**config.mk**
```make
export PLATFORM = sky130hd
export DESIGN_NAME = cnn_argmax_unit
export DESIGN_NICKNAME = d
export VERILOG_FILES = /design/src/rtl/cnn_argmax_pkg.sv /design/src/rtl/cnn_argmax_result_log.sv /design/src/rtl/cnn_argmax_unit.sv
export SDC_FILE = /design/constraint.sdc
export NUM_CORES = 1
export LEC_CHECK = 0
export ABC_AREA = 1
export CAP_MARGIN = 30
export CORE_ASPECT_RATIO = 1.4
export CORE_MARGIN = 2
export CORE_UTILIZATION = 55
export DETAILED_ROUTE_END_ITERATION = 10
export DONT_BUFFER_PORTS = 1
export PLACE_DENSITY_LB_ADDON = 0.12
export SYNTH_ARGS = -nofsm -noshare
export SYNTH_HDL_FRONTEND = slang
export SYNTH_SLANG_ARGS = --single-unit
```
**constraint.sdc**
```tcl
create_clock -name clk -period 11.9 [get_ports clk]
set_input_delay 1.785 -clock clk [delete_from_list [all_inputs] [get_ports clk]]
set_output_delay 1.785 -clock clk [all_outputs]
set_load 0.1 [all_outputs]
```
**src/rtl/cnn_argmax_pkg.sv**
```systemverilog
// Shared constants and state encoding for the 9-way argmax stage.
package cnn_argmax_pkg;

   localparam int unsigned NUM_CLASSES = 9;
   localparam int unsigned DATA_W      = 32;
   localparam int unsigned IDX_W       = 4;
   localparam int unsigned IMG_W       = 5;
   localparam int unsigned LOG_DEPTH   = 32;

   typedef enum logic [1:0] {
      IDLE = 2'd0,
      SCAN = 2'd1,
      DONE = 2'd2
   } argmax_state_e;

endpackage

```
**src/rtl/cnn_argmax_result_log.sv**
```systemverilog
// Tag-indexed result log: one class index per image tag, with a per-entry written flag.
module cnn_argmax_result_log
   import cnn_argmax_pkg::*;
(
   input  logic                 i_clk,
   input  logic                 i_reset,
   input  logic                 i_wr_en,
   input  logic [IMG_W-1:0]     i_wr_addr,
   input  logic [IDX_W-1:0]     i_wr_data,
   input  logic [IMG_W-1:0]     i_rd_addr,
   output logic [IDX_W-1:0]     o_rd_data,
   output logic [LOG_DEPTH-1:0] o_valid
);

   logic [IDX_W-1:0]     r_mem [LOG_DEPTH];
   logic [IDX_W-1:0]     r_rd_data;
   logic [LOG_DEPTH-1:0] r_valid;

   // Read samples r_mem before this edge's write lands, so a colliding read sees old data.
   always_ff @(posedge i_clk) begin
      if (i_reset) begin
         for (int i = 0; i < LOG_DEPTH; i++) begin
            r_mem[i] <= '0;
         end
         r_valid   <= '0;
         r_rd_data <= '0;
      end else begin
         r_rd_data <= r_mem[i_rd_addr];
         if (i_wr_en) begin
            r_mem[i_wr_addr]   <= i_wr_data;
            r_valid[i_wr_addr] <= 1'b1;
         end
      end
   end

   assign o_rd_data = r_rd_data;
   assign o_valid   = r_valid;

endmodule

```
**src/rtl/cnn_argmax_unit.sv**
```systemverilog
// Sequential 9-way signed argmax over captured dense scores; one score per cycle.
// Optional tag-indexed result log enabled by defining ARGMAX_RESULT_LOG_EN.
module cnn_argmax_unit
   import cnn_argmax_pkg::*;
(
   input  logic                 clk,
   input  logic                 reset,
   input  logic                 argmax_start,
   input  logic [DATA_W-1:0]    argmax_data_in0,
   input  logic [DATA_W-1:0]    argmax_data_in1,
   input  logic [DATA_W-1:0]    argmax_data_in2,
   input  logic [DATA_W-1:0]    argmax_data_in3,
   input  logic [DATA_W-1:0]    argmax_data_in4,
   input  logic [DATA_W-1:0]    argmax_data_in5,
   input  logic [DATA_W-1:0]    argmax_data_in6,
   input  logic [DATA_W-1:0]    argmax_data_in7,
   input  logic [DATA_W-1:0]    argmax_data_in8,
   input  logic [IMG_W-1:0]     argmax_img,
   output logic                 argmax_done,
   output logic [IDX_W-1:0]     argmax_max_index,
   output logic [DATA_W-1:0]    argmax_max_value,
   output logic [IMG_W-1:0]     argmax_result_img,
   output logic                 argmax_busy
`ifdef ARGMAX_RESULT_LOG_EN
   ,
   input  logic [IMG_W-1:0]     log_rd_addr,
   output logic [IDX_W-1:0]     log_rd_data,
   output logic [LOG_DEPTH-1:0] log_valid
`endif
);

   argmax_state_e              r_state;
   logic signed [DATA_W-1:0]   r_buf [NUM_CLASSES];
   logic [IDX_W-1:0]           r_scan_idx;
   logic signed [DATA_W-1:0]   r_best_val;
   logic [IDX_W-1:0]           r_best_idx;
   logic [IMG_W-1:0]           r_img;
   logic                       r_done;
   logic                       r_busy;
   logic [IDX_W-1:0]           r_max_index;
   logic [DATA_W-1:0]          r_max_value;
   logic [IMG_W-1:0]           r_result_img;
   logic signed [DATA_W-1:0]   w_cand;
   logic                       w_last;

   assign w_cand = r_buf[r_scan_idx];
   assign w_last = (r_scan_idx == IDX_W'(NUM_CLASSES - 1));

   always_ff @(posedge clk) begin
      if (reset) begin
         r_state <= IDLE;
         for (int i = 0; i < NUM_CLASSES; i++) begin
            r_buf[i] <= '0;
         end
         r_scan_idx   <= '0;
         r_best_val   <= '0;
         r_best_idx   <= '0;
         r_img        <= '0;
         r_done       <= 1'b0;
         r_busy       <= 1'b0;
         r_max_index  <= '0;
         r_max_value  <= '0;
         r_result_img <= '0;
      end else begin
         r_done <= 1'b0;
         // Busy covers the SCAN cycles plus the done cycle that follows DONE.
         r_busy <= (r_state == SCAN) || (r_state == DONE);
         case (r_state)
            IDLE: begin
               // The done cycle is spent in IDLE; holding off here keeps restarts after it.
               if (argmax_start && !r_done) begin
                  r_buf[0]   <= argmax_data_in0;
                  r_buf[1]   <= argmax_data_in1;
                  r_buf[2]   <= argmax_data_in2;
                  r_buf[3]   <= argmax_data_in3;
                  r_buf[4]   <= argmax_data_in4;
                  r_buf[5]   <= argmax_data_in5;
                  r_buf[6]   <= argmax_data_in6;
                  r_buf[7]   <= argmax_data_in7;
                  r_buf[8]   <= argmax_data_in8;
                  r_img      <= argmax_img;
                  r_best_val <= argmax_data_in0;
                  r_best_idx <= '0;
                  r_scan_idx <= IDX_W'(1);
                  r_state    <= SCAN;
               end
            end
            SCAN: begin
               // Strict compare keeps the lowest index on ties.
               if (w_cand > r_best_val) begin
                  r_best_val <= w_cand;
                  r_best_idx <= r_scan_idx;
               end
               if (w_last) begin
                  r_state <= DONE;
               end else begin
                  r_scan_idx <= r_scan_idx + IDX_W'(1);
               end
            end
            DONE: begin
               r_done       <= 1'b1;
               r_max_index  <= r_best_idx;
               r_max_value  <= r_best_val;
               r_result_img <= r_img;
               r_state      <= IDLE;
            end
            default: r_state <= IDLE;
         endcase
      end
   end

   assign argmax_done       = r_done;
   assign argmax_max_index  = r_max_index;
   assign argmax_max_value  = r_max_value;
   assign argmax_result_img = r_result_img;
   assign argmax_busy       = r_busy;

`ifdef ARGMAX_RESULT_LOG_EN
   logic w_log_wr;

   assign w_log_wr = (r_state == DONE);

   cnn_argmax_result_log u_result_log (
      .i_clk     (clk),
      .i_reset   (reset),
      .i_wr_en   (w_log_wr),
      .i_wr_addr (r_img),
      .i_wr_data (r_best_idx),
      .i_rd_addr (log_rd_addr),
      .o_rd_data (log_rd_data),
      .o_valid   (log_valid)
   );
`endif

endmodule

```
; ---- Word-level counts from Yosys, hierarchy flattened
; Memory sizes are Yosys's and may differ from the RTL's. A register that Yosys moved wholly into a read port is not among the register bits.
; Cells that the tools add are included.
[classes]
n_bitwise = 9
n_shift = 0
muxes = 30
addsub = 1
n_eq_ne = 7
n_mul = 0
div = 0
n_reduce_logical = 9
order_cmp = 1
[ops]
columns = operator, count
row1 = 32-bit two-way mux, 11
row2 = 32-bit one-hot mux with 2 select lines, 1
row3 = 32-bit > comparator, 1
row4 = 4-bit two-way mux, 6
row5 = 4-bit one-hot mux with 2 select lines, 2
row6 = 1-bit bitwise OR, 9
row7 = 1-bit two-way mux, 7
row8 = "2-bit inequality test, second input constant", 3
row9 = 3-bit AND reduction, 2
row10 = "4-bit by 1-bit adder with 4-bit output, second input constant", 1
row11 = "4-bit == test, second input constant", 1
row12 = 2-bit two-way mux, 2
row13 = 2-bit one-hot mux with 2 select lines, 1
row14 = 2-bit AND reduction, 2
row15 = "2-bit by 1-bit == test with 1-bit output, second input constant", 1
row16 = "2-bit == test, second input constant", 1
row17 = 2-bit zero test, 1
row18 = "2-bit by 1-bit inequality test with 1-bit output, second input constant", 1
row19 = 2-bit nonzero test, 1
row20 = 1-bit logical AND, 1
row21 = 1-bit zero test, 1
row22 = 1-bit logical OR, 1
[totals]
latchBits = 0
out_inout_bits = 43
in_bits = 296
mem_bits_ro = 0
regBits = 90
mem_bits_rw = 288
mem_count = 1
elab_cells = 68
[mem_list]
columns = memory, depth, word_bits, read_ports, rd_ports_with_merged_regs, write_ports, line_no
row1 = r_buf, 9, 32, 1, 1, 9, cnn_argmax_unit.sv:33  ; logic signed [DATA_W-1:0] r_buf [NUM_CLASSES];

; ---- Longest topological paths before layout
; Gate-level depths: netlist (run 1).
[depth]
ltp_word = 7
ltp_mapped = 29
depth_no_buf = 26

; ---- Worst setup path after synthesis (run 1)
; OpenSTA, ideal clock, no wires.
[synth_timing]
kind = input -> register
start = input port reset
end = memory r_buf[0][0] (enable)
t_arrival_ps = 7011
n_path_buf = 2
cell_stages = 4
slack_ps = 2695
path_cell_list = inv_1 clkbuf_1 buf_2 nand2_1
[synth_rtl]
columns = item, line_no
row1 = start: declaration, cnn_argmax_unit.sv:7  ; input logic reset,
row2 = end: declaration, cnn_argmax_unit.sv:33

==> results_dict.tcl, run 1 <==
set metrics [dict create \
    status "finished clean" \
    grt_pass1_vias 12100 \
    syn_area_per_cell_sq_um 9.09 \
    place_ws_ns 7.25 \
    yosysUniqueCellTypes 33 \
    layout-drive-gt1-share_pct 4.88 \
    syn-num-nets 2330 \
    cap_violations 0 \
    drc_errors 0 \
    clk_pin_slew_ns 0.06 \
    dieHeight_um 219 \
    routedLengthMet1_um 18900 \
    syn_to_final_growth_pct 7.56 \
    finalCritPeriodShare_pct 38.1 \
    syn_inst 1997 \
    vias_per_cell 5.26 \
    pwr_density_cell_mw_per_mm2 252 \
    worstPathRequired_ns 12.31 \
    worstSetupStartpointType "register" \
    drv_slew 0 \
    finalCriticalPeriod_ns 4.53 \
    crit_arrival_ns 4.94 \
    maxSlewHeadroom_pct 32.8 \
    ys_dominant_reg_cell "edfxtp_1" \
    wl_met3_um 2470 \
    synth_edf_count 288 \
    cts_max_path_buffers 3 \
    clockRootBuffer "clkbuf_16" \
    layout_commonest_cell "inv_1" \
    cts_resized 0 \
    crit_type "register to register" \
    antennaDiodeCount 0 \
    dp_hpwl_um 29100 \
    dr.pass1.iters 5 \
    tns_ns 0 \
    place_congestion 0.831 \
    numCtsBuffers 38 \
    dieArea_sq_mm 0.0345 \
    yosysWarnings 0 \
    routed.top_layer "met4" \
    tightest_slew_ns 1.01 \
    cts_setup_buffers 0 \
    hold_viol_final 0 \
    skew_ns 0.0178 \
    htree_num_levels 2 \
    finish.utilization_pct 60.1 \
    place.port_buffers 0 \
    grt_pass1_wl_um 64700 \
    final_cell_mix "inv_1, nor2_1, edfxtp_1" \
    fp.coreArea_sq_mm 0.0325 \
    drt_iter0_drc 1050 \
    worstSetupEndpointType "register" \
    clock-sinks 382 \
    routed_wl_um 42600 \
    fmax_ghz 0.221 \
    rsz0062_at_grt "no" \
    cp_max_fo 65 \
    hold_class "register to register" \
    synth-seq-cells 382 \
    die_x_um 158 \
    wl_met2_um 20200 \
    initial_core_util_pct 55.9 \
    cellLeakagePower_nw 8.88 \
    ir_drop_mv 0.181 \
    ys_seq_area_share_pct 58.0 \
    fin_nets 2274 \
    grt_overflow_total 0 \
    finalSetupViolCount 0 \
    synthArstFlopShare_pct 0 \
    vias 12700 \
    drt-wirelength-per-cell_um 17.7 \
    r2r_setup_slack_ns 7.37 \
    netlist_area_sq_mm 0.0182 \
    grt_use_total_pct 24.7 \
    ant_nets 0 \
    cts_tree "done" \
    antenna_found_initial 0 \
    clk_latency_ns 0.53 \
    cts_hold_buf 0 \
    fin_hold_ws_ns 0.487 \
    ios 339 \
    num_rows 78 \
    grt_start_max_net_pins 220 \
    finalWorstSetupSlack_ns 7.37 \
]
[path summary, 6_finish.rpt]
check	end	depth (start not counted)	from
setup / recovery	r_best_val[9]	19	register
hold / removal	r_img[3]	2	r_img[3]
setup reg to reg	r_best_val[9]	19	register
hold reg to reg	r_img[3]	2	r_img[3]
[worst max-delay path, stage by stage (launching register included)]
cell      delay [ns]
dfxtp_4         0.87
inv_2           0.28
buf_4           0.41
o211ai_1        0.42
o211ai_1        0.17
nand2_1         0.14
ha_1            0.25
a21o_1          0.18
nor2_1          0.13
nand2_1         0.07
nand2_1         0.05
nand2_1         0.10
nand2_1         0.09
nand3_1         0.09
nand3_2         0.10
nand2_4         0.09
nand2_4         0.56
nand2_1         0.12
nand2_1         0.09
nor2_1          0.04
[flip-flops by register name, summed over array words and instances, names as in the netlist, named ones only]
name	count
argmax_busy	1
argmax_done	1
r_state	2
argmax_result_img	5
argmax_max_index	4
r_scan_idx	4
r_buf	288
argmax_max_value	32
r_best_val	32
r_img	5
r_best_idx	4
[report_power, final]
group | switching (W) | internal [W]
clock network | 0.000494 | 0.000625
registers | 0.000402 | 0.00186
logic | 0.00103 | 0.000517
total | 0.00193 | 0.00301
[metal layers]
metal,track usage [%],up-vias
met5,0,-
met2,39.4,417
met4,8.03,0
li1,-,6263
met3,3.48,58
met1,35.0,5941
[metrics by stage]
step	std cells	total power, W	area [sq um]
after detailed placement	2341	0.00384	18400
after global routing	2409	0.00527	19500
after CTS	2409	0.00497	19500
after global placement	2339	0.00379	18300
after floorplan	1997	0.00353	18200
final	2409	0.00493	19500
[layout make-up]
cell class	count	area, sq um
multi-input cells	1092	5600
inverters	413	1550
flip-flops and latches	382	10500
clock inverters	15	82.6
repair buffers	14	150
well taps	440	551
clock buffers	53	1060
fillers	2829	13000
[synthesized netlist by cell type, types with 2 or more instances]
cell type / instances / area share (%)
o211ai_1: 64 / 2.6
buf_6: 7 / 0.43
ha_1: 37 / 2.5
nand2_1: 201 / 4.2
nor2_1: 383 / 7.9
nor2_2: 4 / 0.14
nand3_1: 36 / 0.99
o21ai_1: 14 / 0.39
inv_1: 411 / 8.5
o21ai_0: 146 / 4.0
clkbuf_1: 73 / 1.5
buf_4: 6 / 0.25
edfxtp_1: 288 / 48
nand2_4: 2 / 0.12
nand2_2: 8 / 0.28
nand4_1: 4 / 0.14
a21oi_1: 118 / 3.3
buf_2: 12 / 0.33
dfxtp_1: 94 / 10
mux2i_1: 64 / 3.5
buf_1: 12 / 0.25
o21a_1: 2 / 0.083
[kinds of logic after synthesis]
logic type      Yosys count  synth area share (%)
compound gates          347                  10.6
xor+xnor                  1                0.0482
fa+ha+maj                37                  2.55
buf+inv                 523                  11.3
flops                   382                  58.0
mux                      64                  3.53
simple gates            643                  14.0
No activity file was read; power rests on OpenSTA's default activity.
==> inputs of run 2 (changes only) <==
- clock period: 11.9 -> 4 ns (I/O delays scaled with it)
==> results_dict.tcl, run 2 (same netlist as run 1, synthesis figures left out) <==
set metrics [dict create \
    dr.pass1.iters 5 \
    maxSlewHeadroom_pct 33.7 \
    ios 339 \
    finalCritPeriodShare_pct 91.6 \
    worstSetupStartpointType "register" \
    grt_start_max_net_pins 193 \
    clk_latency_ns 0.54 \
    antenna_found_initial 0 \
    ant_nets 0 \
    crit_type "register to register" \
    syn_to_final_growth_pct 8.76 \
    cellLeakagePower_nw 8.98 \
    ff_latch_area_sq_mm 0.0105 \
    place_congestion 0.865 \
    drc_errors 0 \
    numCtsBuffers 37 \
    cp_max_fo 64 \
    hold_viol_final 0 \
    largest_reg_flops 288 \
    drv_slew 0 \
    skew_ns 0.0131 \
    ir_drop_mv 0.413 \
    num_rows 78 \
    r2r_setup_slack_ns 0.34 \
    cts_max_path_buffers 3 \
    routed_wl_um 42500 \
    grt_pass1_vias 12100 \
    fin_hold_ws_ns 0.129 \
    cts_tree "done" \
    drt_iter0_drc 883 \
    vias 12600 \
    worstPathRequired_ns 4.43 \
    drt-wirelength-per-cell_um 17.5 \
    vias_per_cell 5.22 \
    hold_class "input port to register" \
    initial_core_util_pct 55.9 \
    grt_use_total_pct 24.3 \
    layout-drive-gt1-share_pct 5.25 \
    pwr_density_cell_mw_per_mm2 750 \
    hp-start "reset" \
    rsz0062_at_grt "no" \
    clk_pin_slew_ns 0.06 \
    layout_commonest_cell "inv_1" \
    r2r-end "r_best_val[27]" \
    reg2reg_depth 21 \
    clockRootBuffer "clkbuf_16" \
    multi_input_area_sq_mm 0.00561 \
    fp.coreArea_sq_mm 0.0325 \
    place.port_buffers 0 \
    dieArea_sq_mm 0.0345 \
    final_cell_mix "inv_1, nor2_1, edfxtp_1" \
    die_x_um 158 \
    fin_nets 2289 \
    status "finished clean" \
    finalSetupViolCount 0 \
    grt_overflow_total 0 \
    antennaDiodeCount 0 \
    dieHeight_um 219 \
    grt_pass1_wl_um 64100 \
    tightest_slew_ns 0.994 \
    cap_violations 0 \
    dp_hpwl_um 29900 \
    htree_num_levels 2 \
    fmax_ghz 0.273 \
    fill_cells 2797 \
    finalCriticalPeriod_ns 3.66 \
    regMostFlops "r_buf" \
    clock-sinks 382 \
    crit_end "r_best_val[27]" \
    tns_ns 0 \
    worstSetupEndpointType "register" \
    crit_arrival_ns 4.09 \
]
-- run 2: changes by cell type in the layout (fill, tap and decap cells not counted), sizes merged --
| cell | before | now |
|---|---|---|
| clkinv | 14 | 10 |
| clkbuf | 53 | 52 |
| buf | 14 | 30 |
-- run 2: timing repair --
item,CTS,global route
gates resized for setup,0,0
endpoints found under the setup margin,0,27
buffers inserted,0,1
hold buffers,0,0
-- run 2: worst max-delay path: stages (launching register included) --
cell and delay, ns:
dfxtp_4 0.54, buf_12 0.25, buf_12 0.21, mux2i_1 0.25
o21ai_1 0.08, o211ai_1 0.26, nand2_1 0.15, ha_1 0.29
nand2_1 0.05, nor2_1 0.13, nand2_2 0.09, nor4_4 0.23
nand2_1 0.12, nand2_1 0.07, nand2_1 0.05, nand3_2 0.08
nand2_4 0.09, nand2_4 0.09, buf_12 0.26, nand2_1 0.09
nand2_1 0.08, nor2_2 0.04
-- run 2: worst min path at each step --
stage,end,slack (ns),cells past startpoint
floorplan,r_best_idx[0],0.45,2
detailed placement,r_img[4],0.48,2
global placement,argmax_result_img[0],0.46,2
finish,r_state[0],0.13,1
global route,argmax_busy,0.12,1
CTS,r_state[1],0.11,1
-- run 2: power by group --
| group | switching (W) | leakage [nW] | internal [W] | total (W) |
|---|---|---|---|---|
| Clock | 0.00144 | 0.547 | 0.00186 | 0.00330 |
| Sequential | 0.00113 | 3.89 | 0.00554 | 0.00668 |
| Combinational | 0.00316 | 4.54 | 0.00167 | 0.00484 |
| Total | 0.00574 | 8.98 | 0.00907 | 0.0148 |
-- run 2: cell type report --
class	count	area share, %
well taps	440	2.79
inverters	413	7.85
clock buffers	52	5.40
flip-flops and latches	382	53.4
multi-input cells	1092	28.4
repair buffers	30	1.92
clock inverters	11	0.279
-- run 2: per-layer routing --
metal	share of wire, %	global-route usage, %	up-vias
met1	45	33.9	5821
met2	45	37.7	439
met4	3.9	10.3	0
li1	-	-	6288
met3	6.3	4.21	88
met5	0	0	-
-- run 2: stage by stage --
| stage | total power, W | instances | utilization, % | worst slack, ns | area, sq um |
|---|---|---|---|---|---|
| 3_3_place_gp | 0.0114 | 2355 | 57.2 | 0.319 | 18600 |
| 4_1_cts | 0.0149 | 2419 | 60.7 | 0.243 | 19700 |
| 6_report | 0.0148 | 2420 | 60.8 | 0.337 | 19800 |
| 5_1_grt | 0.0158 | 2420 | 60.8 | 0.0384 | 19800 |
| 2_1_floorplan | 0.0104 | 1997 | - | 0.446 | 18200 |
| 3_5_place_dp | 0.0116 | 2356 | 57.3 | 0.252 | 18600 |
